`config.mk`:
```
export PLATFORM = sky130hd
export DESIGN_NAME = program_loader
export DESIGN_NICKNAME = d
export VERILOG_FILES = /design/src/rtl/program_loader_pkg.sv /design/src/rtl/program_loader.sv
export SDC_FILE = /design/constraint.sdc
export NUM_CORES = 1
export LEC_CHECK = 0
export BUFFER_PORTS_ARGS = -buffer_cell sky130_fd_sc_hd__buf_2
export CAP_MARGIN = 0
export CORE_MARGIN = 2
export CORE_UTILIZATION = 50
export CTS_CLUSTER_DIAMETER = 80
export DETAILED_ROUTE_END_ITERATION = 8
export GPL_ROUTABILITY_DRIVEN = 0
export GPL_TIMING_DRIVEN = 1
export PLACE_DENSITY = 0.81
export SETUP_SLACK_MARGIN = 0.05
export SKIP_CTS_REPAIR_TIMING = 1
export SYNTH_ARGS = -nofsm -noshare
export SYNTH_HDL_FRONTEND = slang
export SYNTH_SLANG_ARGS = --single-unit
```
`constraint.sdc`:
```
create_clock -name clk -period 2.7 [get_ports clk]
set_input_delay 0.27 -clock clk [delete_from_list [all_inputs] [get_ports clk]]
set_output_delay 0.27 -clock clk [all_outputs]
set_load 0.02 [all_outputs]
```
`src/rtl/program_loader_pkg.sv`:
```
// Shared definitions for the boot loader: FSM state encoding, default frame
// marker and the instruction width used by the memory and the CPU.
package program_loader_pkg;

  localparam int         INSTR_W           = 16;
  localparam logic [7:0] SYNC_BYTE_DEFAULT = 8'hA5;

  typedef enum logic [2:0] {
    SYNC,
    LEN,
    HI,
    LO,
    CHECK,
    DONE,
    ERROR
  } state_e;

endpackage

```
`src/rtl/program_loader.sv`:
```
// Boot loader: parses SYNC/N/payload[/checksum] byte frames, writes 16-bit words
// to instruction memory and holds the CPU in reset until an image is accepted.
// Define PROGRAM_LOADER_CHECKSUM_EN to expect and verify a trailing XOR checksum.
module program_loader
  import program_loader_pkg::*;
#(
  parameter int         ADDR_W    = 8,
  parameter int         DATA_W    = INSTR_W,
  parameter logic [7:0] SYNC_BYTE = SYNC_BYTE_DEFAULT
) (
  input  logic              clk,
  input  logic              areset,
  input  logic              s_valid,
  input  logic [7:0]        s_data,
  output logic              s_ready,
  output logic              mem_wr,
  output logic [ADDR_W-1:0] mem_address,
  output logic [DATA_W-1:0] mem_din,
  output logic              cpu_reset,
  output logic              load_done,
  output logic              load_error
);

  // One extra bit so that N=0 can stand for a full 2^ADDR_W-word image.
  localparam int CNT_W = ADDR_W + 1;

  state_e              state_q;
  logic                s_ready_q;
  logic                mem_wr_q;
  logic [ADDR_W-1:0]   mem_addr_q;
  logic [DATA_W-1:0]   mem_din_q;
  logic                cpu_reset_q;
  logic                load_done_q;
  logic [ADDR_W-1:0]   addr_q;
  logic [CNT_W-1:0]    cnt_q;
  logic [7:0]          hi_q;
`ifdef PROGRAM_LOADER_CHECKSUM_EN
  logic [7:0]          acc_q;
  logic                load_error_q;
`endif

  logic accept;
  logic is_sync;

  assign accept  = s_valid && s_ready_q;
  assign is_sync = (s_data == SYNC_BYTE);

  // NOTE: state and registered outputs use non-blocking assignments so every
  // register samples the pre-edge values; a later assignment to the same
  // register in this block overrides an earlier default.
  always_ff @(posedge clk or negedge areset) begin
    if (!areset) begin
      state_q      <= SYNC;
      s_ready_q    <= 1'b0;
      mem_wr_q     <= 1'b0;
      mem_addr_q   <= '0;
      mem_din_q    <= '0;
      cpu_reset_q  <= 1'b1;
      load_done_q  <= 1'b0;
      addr_q       <= '0;
      cnt_q        <= '0;
      hi_q         <= '0;
`ifdef PROGRAM_LOADER_CHECKSUM_EN
      acc_q        <= '0;
      load_error_q <= 1'b0;
`endif
    end else begin
      s_ready_q <= 1'b1;
      mem_wr_q  <= 1'b0;
      case (state_q)
        SYNC: begin
          if (accept && is_sync) begin
            state_q     <= LEN;
            cpu_reset_q <= 1'b1;
`ifdef PROGRAM_LOADER_CHECKSUM_EN
            load_error_q <= 1'b0;
`endif
          end
        end
        LEN: begin
          if (accept) begin
            cnt_q   <= (s_data == 8'h00) ? (CNT_W'(1) << ADDR_W) : CNT_W'(s_data);
            addr_q  <= '0;
`ifdef PROGRAM_LOADER_CHECKSUM_EN
            acc_q   <= '0;
`endif
            state_q <= HI;
          end
        end
        HI: begin
          if (accept) begin
            hi_q    <= s_data;
`ifdef PROGRAM_LOADER_CHECKSUM_EN
            acc_q   <= acc_q ^ s_data;
`endif
            state_q <= LO;
          end
        end
        LO: begin
          if (accept) begin
            mem_wr_q   <= 1'b1;
            mem_din_q  <= {hi_q, s_data};
            mem_addr_q <= addr_q;
            addr_q     <= addr_q + 1'b1;
            cnt_q      <= cnt_q - 1'b1;
`ifdef PROGRAM_LOADER_CHECKSUM_EN
            acc_q      <= acc_q ^ s_data;
`endif
            if (cnt_q == CNT_W'(1)) begin
`ifdef PROGRAM_LOADER_CHECKSUM_EN
              state_q     <= CHECK;
`else
              state_q     <= DONE;
              load_done_q <= 1'b1;
`endif
            end else begin
              state_q <= HI;
            end
          end
        end
`ifdef PROGRAM_LOADER_CHECKSUM_EN
        CHECK: begin
          if (accept) begin
            if (s_data == acc_q) begin
              state_q     <= DONE;
              load_done_q <= 1'b1;
            end else begin
              state_q      <= ERROR;
              load_error_q <= 1'b1;
              cpu_reset_q  <= 1'b1;
            end
          end
        end
        ERROR: begin
          if (accept && is_sync) begin
            state_q      <= LEN;
            load_error_q <= 1'b0;
            cpu_reset_q  <= 1'b1;
          end
        end
`endif
        DONE: begin
          // CPU is released one edge after entry unless a reload starts first.
          if (accept && is_sync) begin
            state_q     <= LEN;
            load_done_q <= 1'b0;
            cpu_reset_q <= 1'b1;
          end else begin
            cpu_reset_q <= 1'b0;
          end
        end
        default: state_q <= SYNC;
      endcase
    end
  end

  assign s_ready     = s_ready_q;
  assign mem_wr      = mem_wr_q;
  assign mem_address = mem_addr_q;
  assign mem_din     = mem_din_q;
  assign cpu_reset   = cpu_reset_q;
  assign load_done   = load_done_q;
`ifdef PROGRAM_LOADER_CHECKSUM_EN
  assign load_error  = load_error_q;
`else
  assign load_error  = 1'b0;
`endif

endmodule

```
==> impl_results.md <==
* Syn nets at 279
* Worst Tran Pin Value at 979 ps
* Internal at 1.73 mW
* Total gr overflow at 0
* Cell taking the most area after synthesis: dfrtp_1
* FMAX at 0.538 GHz
* Maximum Capacitance Violations at 0
* Die area at 0.00564 mm²
* Maximum VDD drop at 0.567 mV
* Flop2flop setup slack at 840 ps
* Clk root buf: clkbuf_8
* CP endpoint kind: flip-flop
* R2R cell count at 7
* CP max stage delay at 470 ps
* CP Class: flip-flop to flip-flop
* Hold Crit Class: primary input to asynchronous set/reset pin
* R2r startpoint: state_q[2]
* H-Tree Level Count at 2
* Via count at 2002
* Clk_skew at 5.47 ps
* Ports at 40
* Async SR Flop Fraction at 100%
* #FFs+latches synth at 56
* Largest cells by area after synthesis: dfrtp_1, nand2_1, mux2_2
* Vias in the first global route at 1842
* Worst skew pair latency at 310 ps
* RSZ-0062 raised after global routing: no
* Leak Pwr at 1.50 nW
* CP Cell Sequence: and4b_1, buf_4, nand2_1, inv_1, buf_4, a21oi_1, a21oi_1
* Total negative slack at 0 ps
* First-pass GRT wire length at 8.80 mm
* Core Rows at 25
* Antenna cells at 0
* Sequential share of power at 46.6%
* CTS tree: built
* Worst reg2reg endpoint: load_done
* DR WL/cell at 14.3 µm
* Final nets at 316
* Number of synthesized flops with an enable pin at 0
* YS warnings at 0
* Detail Placement HPWL at 3.64 mm
* # DRC at 0
* Vias/cell at 5.44
* Worst-path fanout max at 17
* Cells after synthesis at 265
* DRT antenna net count at 0
* Comb pwr share at 34.2%
* Pin count of the biggest net entering global routing at 47
* Layout cells sized above 1 at 21.6%
* Area grow syn2layout at 13.9%
* GRT Resource Usage Total at 20.8%
* Filler cell count at 430
* Chip Width at 75.1 µm
* Area share of the largest cell type after synthesis at 54.5%
* Number of port buffers at 38
* Synth unique cells at 39
* CP startpoint kind: flip-flop
* Clock power frac at 19.2%
* Critical Path RT at 2940 ps
* Core area at 0.00479 mm²
* Avg Synthesized Cell Area at 9.54 µm²
* Worst path slowest cell: dfrtp_1
* DRT Wirelength at 5.28 mm
* Final Slew Violations at 0
* Clk buf depth at 2
* CTS Buf Count at 5
* Status: completed
* Period utilization at 68.9%
* Clk slew on worst S/H paths at 90 ps
* Switching Fraction at 36.8%
* Sequential area share after synthesis at 55.5%
* Initial antenna violation count at 0
* Area after DPL at 0.00278 mm²
* Crit path time final at 1860 ps
* Final setup fails at 0
* # clock sinks at 56
* Netlist Area Pre-Place at 0.00253 mm²
* Main synth FF type: dfrtp_1
* Die Y at 75.1 µm
* Final non-filler cell area at 0.00288 mm²
* Commonest non-fill, non-tap cell in the layout: nand2_1
* NetSw at 1.01 mW
* Fin. Hold Viols at 0
* Initial core utilization at 52.8%
* CP arrival at 2100 ps
* Drt pass-1 iters at 4
* P per Cell Area at 949 mW/mm²
* DR iter-0 viols at 136
* Relative slew slack at 34.7%
* Commonest non-fill, non-tap cells in the layout: nand2_1, dfrtp_1, buf_2
[kinds of logic (layout without fill, tap and decap cells)]
logic type               after synthesis  in the layout  share of synthesized area [%]
other                                  2              2                          0.297
buffers and inverters                 19             55                           3.42
AO/OA/AOI/OAI                         47             47                           11.6
adder cells (fa/ha/maj)                3              3                           1.49
flip-flops                            56             56                           55.5
multiplexers                          13             13                           5.54
AND/OR/NAND/NOR                      125            125                           22.2
[cells in the mapped netlist, types with 5 or more instances]
cell type  count
nand3_1        6
nor2_1         9
nor3_1         5
mux2_2         8
nand2_1       87
a21oi_1       13
mux2i_1        5
a31oi_1        5
o21ai_0        9
dfrtp_1       55
o22ai_1        7
buf_2          6
[worst max-delay path, delay by kind of cell, from the launching register on]
family                 cells  cell delay [ps]
buffers and inverters      3              750
flip-flops                 1              470
AND/OR/NAND/NOR            2              350
AO/OA/AOI/OAI              2              200
[stage by stage]
stage | instances | hold slack (ps) | util, % | worst slack, ps | power [mW]
finish | 368 | 117 | 60.1 | 841 | 2.73
global route | 368 | 196 | 60.1 | 639 | 2.92
CTS | 368 | 145 | 60.1 | 847 | 2.74
detailed placement | 362 | 451 | 58.1 | 870 | 2.22
global placement | 362 | 441 | 58.1 | 896 | 2.18
floorplan | 265 | -25.6 | - | 1050 | 1.93
[power groups by stage]
stage | clock [mW] | sequential (mW) | combinational [mW]
floorplan | 0 | 1.38 | 0.553
global placement | 0 | 1.27 | 0.914
detailed placement | 0 | 1.28 | 0.937
CTS | 0.530 | 1.27 | 0.940
global route | 0.564 | 1.31 | 1.05
finish | 0.523 | 1.27 | 0.935
[final cells by class]
cell class | count | area [µm²] | share of cell area [%]
Multi-Input combinational cell | 190 | 1040 | 36.1
Inverter | 5 | 18.8 | 0.652
Tap cell | 67 | 83.8 | 2.91
Clock inverter | 1 | 30.0 | 1.04
Sequential cell | 56 | 1400 | 48.7
Timing Repair Buffer | 44 | 235 | 8.17
Clock buffer | 5 | 68.8 | 2.39
[registers in the layout, summed over array words and instances (netlist names)]
register / cells
addr_q: 8
mem_din: 16
cpu_reset: 1
s_ready: 1
mem_address: 8
state_q: 3
hi_q: 8
cnt_q: 9
mem_wr: 1
load_done: 1
[routing by layer]
metal	GRT usage, %	part of all wire (%)
met5	0	0
met4	8.13	2.2
met3	3.61	4.0
met2	32.7	47
met1	28.7	47
[worst max-delay path by stage]
stage / start / end / cells past startpoint
2_1_floorplan: cnt_q[0] / cnt_q[8] / 6
3_3_place_gp: state_q[2] / load_done / 7
3_5_place_dp: cnt_q[0] / cnt_q[8] / 6
4_1_cts: cnt_q[0] / cnt_q[8] / 6
5_1_grt: state_q[2] / load_done / 7
6_report: state_q[2] / load_done / 7
Note: power is estimated with default switching activity, not from simulation.
